### config.mk
export PLATFORM = sky130hd
export DESIGN_NAME = alu_hazard_ctrl
export DESIGN_NICKNAME = d
export VERILOG_FILES = /design/src/rtl/alu_hazard_ctrl.sv
export SDC_FILE = /design/constraint.sdc
export NUM_CORES = 1
export LEC_CHECK = 0
export BUFFER_PORTS_ARGS = -buffer_cell sky130_fd_sc_hd__buf_2
export CAP_MARGIN = 0
export CORE_ASPECT_RATIO = 0.7
export CORE_MARGIN = 1
export CORE_UTILIZATION = 50
export DETAILED_ROUTE_END_ITERATION = 8
export PLACE_DENSITY = 0.76
export SLEW_MARGIN = 20
export SYNTH_ARGS = -nofsm -noshare
export SYNTH_HDL_FRONTEND = slang
export SYNTH_SLANG_ARGS = --single-unit
### constraint.sdc
create_clock -name clk -period 3.6 [get_ports clk]
set_input_delay 0.36 -clock clk [delete_from_list [all_inputs] [get_ports clk]]
set_output_delay 0.36 -clock clk [all_outputs]
set_load 0.02 [all_outputs]
### src/rtl/alu_hazard_ctrl.sv
// Issue and hazard controller for the 16-bit ALU execute stage.
// Tracks EX/MEM destinations, produces forwarding selects, inserts load-use bubbles, counts stalls.
module alu_hazard_ctrl #(
  parameter logic [3:0] NONE_IDX = 4'hF,
  parameter int         CNT_W    = 16
) (
  input  logic             clk,
  input  logic             rst,
  input  logic             id_valid,
  input  logic [3:0]       id_rs,
  input  logic [3:0]       id_rm,
  input  logic [3:0]       id_rd,
  input  logic             id_we,
  input  logic             id_load,
  input  logic             flush,
  input  logic             mem_busy,
  output logic             stall,
  output logic             bubble,
  output logic [1:0]       fwd_rs,
  output logic [1:0]       fwd_rm,
  output logic [CNT_W-1:0] stall_cnt
);

  typedef enum logic [1:0] {
    FWD_RF  = 2'b00,
    FWD_EX  = 2'b01,
    FWD_MEM = 2'b10
  } fwd_sel_t;

  localparam logic [CNT_W-1:0] CNT_MAX = '1;

  logic [3:0] ex_rd;
  logic       ex_we;
  logic       ex_load;
  logic       ex_v;
  logic [3:0] mem_rd;
  logic       mem_we;
  logic       mem_v;

  logic rs_hit_ex, rm_hit_ex, rs_hit_mem, rm_hit_mem;
  logic lu;

  function automatic logic slot_hit(input logic v, input logic we,
                                    input logic [3:0] rd, input logic [3:0] src);
    return v && we && (rd == src) && (src != NONE_IDX);
  endfunction

  assign rs_hit_ex  = slot_hit(ex_v,  ex_we,  ex_rd,  id_rs);
  assign rm_hit_ex  = slot_hit(ex_v,  ex_we,  ex_rd,  id_rm);
  assign rs_hit_mem = slot_hit(mem_v, mem_we, mem_rd, id_rs);
  assign rm_hit_mem = slot_hit(mem_v, mem_we, mem_rd, id_rm);

  assign lu     = id_valid && ex_load && (rs_hit_ex || rm_hit_ex);
  assign stall  = mem_busy || (lu && !flush);
  assign bubble = !mem_busy && (flush || lu || !id_valid);

  // A loaded value is not available in EX, so only non-load EX results forward.
  always_comb begin
    // NOTE: every combinational output gets a default first so no path can infer a latch.
    fwd_rs = FWD_RF;
    fwd_rm = FWD_RF;
    if (!lu) begin
      if (rs_hit_ex && !ex_load) fwd_rs = FWD_EX;
      else if (rs_hit_mem)       fwd_rs = FWD_MEM;
      if (rm_hit_ex && !ex_load) fwd_rm = FWD_EX;
      else if (rm_hit_mem)       fwd_rm = FWD_MEM;
    end
  end

  always_ff @(posedge clk) begin
    // NOTE: sequential state uses non-blocking assignments so the MEM slot sees the old EX slot.
    if (rst) begin
      // NOTE: the rd/we fields are reset too so no X can reach the match comparators.
      ex_v    <= 1'b0;
      ex_we   <= 1'b0;
      ex_load <= 1'b0;
      ex_rd   <= NONE_IDX;
      mem_v   <= 1'b0;
      mem_we  <= 1'b0;
      mem_rd  <= NONE_IDX;
    end else if (!mem_busy) begin
      mem_v  <= ex_v;
      mem_we <= ex_we;
      mem_rd <= ex_rd;
      if (bubble) begin
        ex_v    <= 1'b0;
        ex_we   <= 1'b0;
        ex_load <= 1'b0;
        ex_rd   <= NONE_IDX;
      end else begin
        ex_v    <= 1'b1;
        ex_we   <= id_we;
        ex_load <= id_load;
        ex_rd   <= id_rd;
      end
    end
  end

  always_ff @(posedge clk) begin
    if (rst)                                stall_cnt <= '0;
    else if (stall && stall_cnt != CNT_MAX) stall_cnt <= stall_cnt + 1'b1;
  end

endmodule

==> key figures <==
Run
  • Max_cap viols: 0

Power and ir drop
  • Lkg Pwr: around 0.82 nW
  • Power per cell area: around 370 nW/µm²
  • Max IR drop VDD: around 240 µV

Timing
  • Clock Skew: around 0.0054 ns
  • Tmin final: between 2 and 2.5 ns
  • Hold_ws: roughly 0.32 ns
  • Final period util: a little over three fifths
  • Post-layout worst setup margin: 1.333 ns
  • Setup violations, final: 0
  • Hold Fails Final Rpt: 0
  • Setup TNS: 0 ns
  • Least-Margin Pin Slew: 0.6306 ns
  • Slew headroom: approximately 58%
  • RSZ-0062 raised after global routing: false
  • Max Fclk: 441.1 MHz
  • Slew Viols, Final: 0

Critical path
  • Critical path arrival: ~1.9 ns
  • Startpoint types: register
  • Critical-path cell list: xor2_1 > nor4_2 > nand3_1 > and2_2 > inv_1 > buf_2
  • CP max-delay cell: nor4_2
  • Worst r2r dst: stall_cnt[7]
  • Crit path kind: register to output port
  • CP required: between 3 and 4 ns
  • Max incr delay on CP: between 0.3 and 0.4 ns
  • Kind of cell adding the most delay to the critical path: simple AND/OR/NAND/NOR gates
  • Crit path max fanout: 5
  • Worst setup EP type: output port
  • Setup slack, reg-to-reg: 1.37 ns
  • Reg2reg path depth: 6
  • Crit. Startpoint: ex_rd[2]
  • Worst r2r src: ex_rd[2]
  • Bufs and invs on worst path: 2

CTS
  • CTS tree: yes
  • TritonCTS Buffers: 5
  • Hold_buf cts: 0
  • Clock buffer depth: 2
  • H-tree Lvls: 2
  • # Post-CTS Setup Buffers: 0
  • Post-CTS Resized: 0
  • Clk pin slew, worst setup/hold paths: 0.06 ns
  • Clock latency on the worst-skew pair: between 0.2 and 0.3 ns
  • Root Driver: clkbuf_8
  • CTS sink count: 29

Floorplanning
  • DIE HEIGHT: about 49 µm
  • Initial Util: 54.92%
  • Area of the die: approximately 3400 µm²
  • Core Rows: 16
  • Die span in x: roughly 70 µm
  • Core Region: a little under 3000 µm²
  • Num ports: 41

Route
  • Via count: 1,521
  • Pre-antenna DRT Iters: 4
  • DRC viols: 0
  • Met2 wire len: roughly 1400 µm
  • Via/cell ratio: 5.633
  • Highest metal used: met4
  • Initial drt markers: between 100 and 150
  • Wl on met1: a little under 2000 µm
  • Post-route ant nets: 0
  • Drt total wl: 3588 µm
  • WL per Instance: about 13 µm
  • Routed wl met3: 224 µm

Synthesis
  • Synth top area cells: dfxtp_1 36%, xor2_1 7.1%, nand2_1 4.7%, mux2i_1 4.4%, nor2_1 4.2%
  • Synth unique cells: 44
  • Area leader, netlist: dfxtp_1
  • Number of synthesized flops with an enable pin: 0
  • Asr flop ratio synth: 0%
  • Yosys warns: 0
  • Synth top area share: 36.17%
  • Top FF cell, synth: dfxtp_1
  • Cells after Synth: about 190
  • Post-Syn Nets: about 210
  • Cell with the most instances after synthesis: dfxtp_1
  • Register bit count reported by yosys: 29
  • Cell area after synthesis: between 1500 and 2000 µm²
  • Mean Syn Cell Area: approximately 8.4 µm²
  • Seq/Total Area, Yosys: between 30 and 40%
  • Commonest cells in the netlist: 29 x dfxtp_1, 20 x nand2_1, 18 x nor2_1

Global routing
  • GR Overflow Total: 0
  • Largest net degree at the start of global routing: 27
  • Global Route Usage Sum: 22.18%
  • Initial antenna violation count: 0
  • First-pass GRT wire length: 6003 µm
  • Vias in the first global route: between 1,000 and 1,500

Final layout
  • Layout Nets: roughly 250
  • Share of cells above drive strength 1: a little over a quarter
  • Fin cells: between 200 and 300
  • Post-route cell area: between 1500 and 2000 µm²
  • Area Overhead vs Synth: 20.34%
  • N_diodes: 0

Outcome
  • Status: complete, no violations

Min path
  • Hold path cells: 3
  • Hold Crit Endpoint: ex_rd[1]
  • Hold path start: id_rd[1]
  • Worst min-delay path class: primary input to register

Place
  • Pre-CTS setup slack: ~1.3 ns
  • Dpl cell area: 1828 µm²
  • DP Cell Count: around 260
  • Port Buffers: 40
  • Post-DP HPWL: approximately 2700 µm
  • Gp weighted congestion: between 0.9 and 1
==> per-layer routing <==
metal / track usage [%] / up-vias
met5: 0 / -
met4: 7.000 / 0
met3: 6.612 / 7
met2: 30.91 / 44
met1: 32.48 / 699
li1: - / 771
==> registers in the layout (all words and copies together) (netlist names) <==
name	cells
stall_cnt	16
ex_rd	4
mem_rd	4
ex_load	1
ex_v	1
ex_we	1
mem_v	1
mem_we	1
==> cell usage in the layout, fill, tap and decap left out, drive strengths merged, types with 6 or more instances in the layout <==
master,count
inv,9
nor2b,6
o21ai,6
dfxtp,29
nor2,18
xor2,13
a21oi,11
nand4,6
buf,40
nand2,20
mux2i,7
nand3,9
==> area by class of cell <==
cell class	instances	area (µm²)
Clock buffer	5	68.82
Clock inverter	2	35.03
Fill cell	269	991.0
Inverter	9	33.78
Multi-Input combinational cell	149	968.4
Sequential cell	29	580.6
Tap cell	36	45.04
Timing Repair Buffer	40	200.2
==> metrics by stage <==
step                power [W]  util (%)
CTS                 0.0007231     66.10
floorplan           0.0003823         -
finish              0.0007173     66.10
global placement    0.0004078     62.54
global route        0.0007483     66.10
detailed placement  0.0004086     62.54
==> cell families (layout without fill, tap and decap cells) <==
| kind of cell | after synthesis | after routing | synth area share, % |
|---|---|---|---|
| xor gates and xnor gates | 14 | 14 | 7.638 |
| DFF | 29 | 29 | 36.17 |
| buffers and inverters | 14 | 56 | 3.507 |
| and+or+nand+nor | 82 | 82 | 26.66 |
| adders and majority gates | 1 | 1 | 0.7793 |
| muxes | 12 | 12 | 7.872 |
| AOI/OAI and AO/OA | 40 | 40 | 17.38 |
==> how the worst max path moves through the flow <==
stage / slack, ns / to / cells after the start
finish: 1.33 / stall / 6
global route: 1.14 / stall_cnt[4] / 6
CTS: 1.34 / stall / 6
detailed placement: 1.27 / stall_cnt[10] / 7
global placement: 1.31 / stall_cnt[4] / 7
floorplan: 1.67 / stall_cnt[9] / 7
==> tightest hold or removal path: cells and delay by family <==
family                 cells  cell delay (ns)
AOI/OAI and AO/OA          1             0.06
buffers and inverters      1             0.08
and+or+nand+nor            1             0.06
==> power by group <==
group          switching, W  internal, W  leakage [nW]
logic             0.0000429    0.0000264         0.530
registers        0.00000652     0.000326         0.235
clock network      0.000114     0.000201        0.0540
No activity file was read; power rests on OpenSTA's default activity.
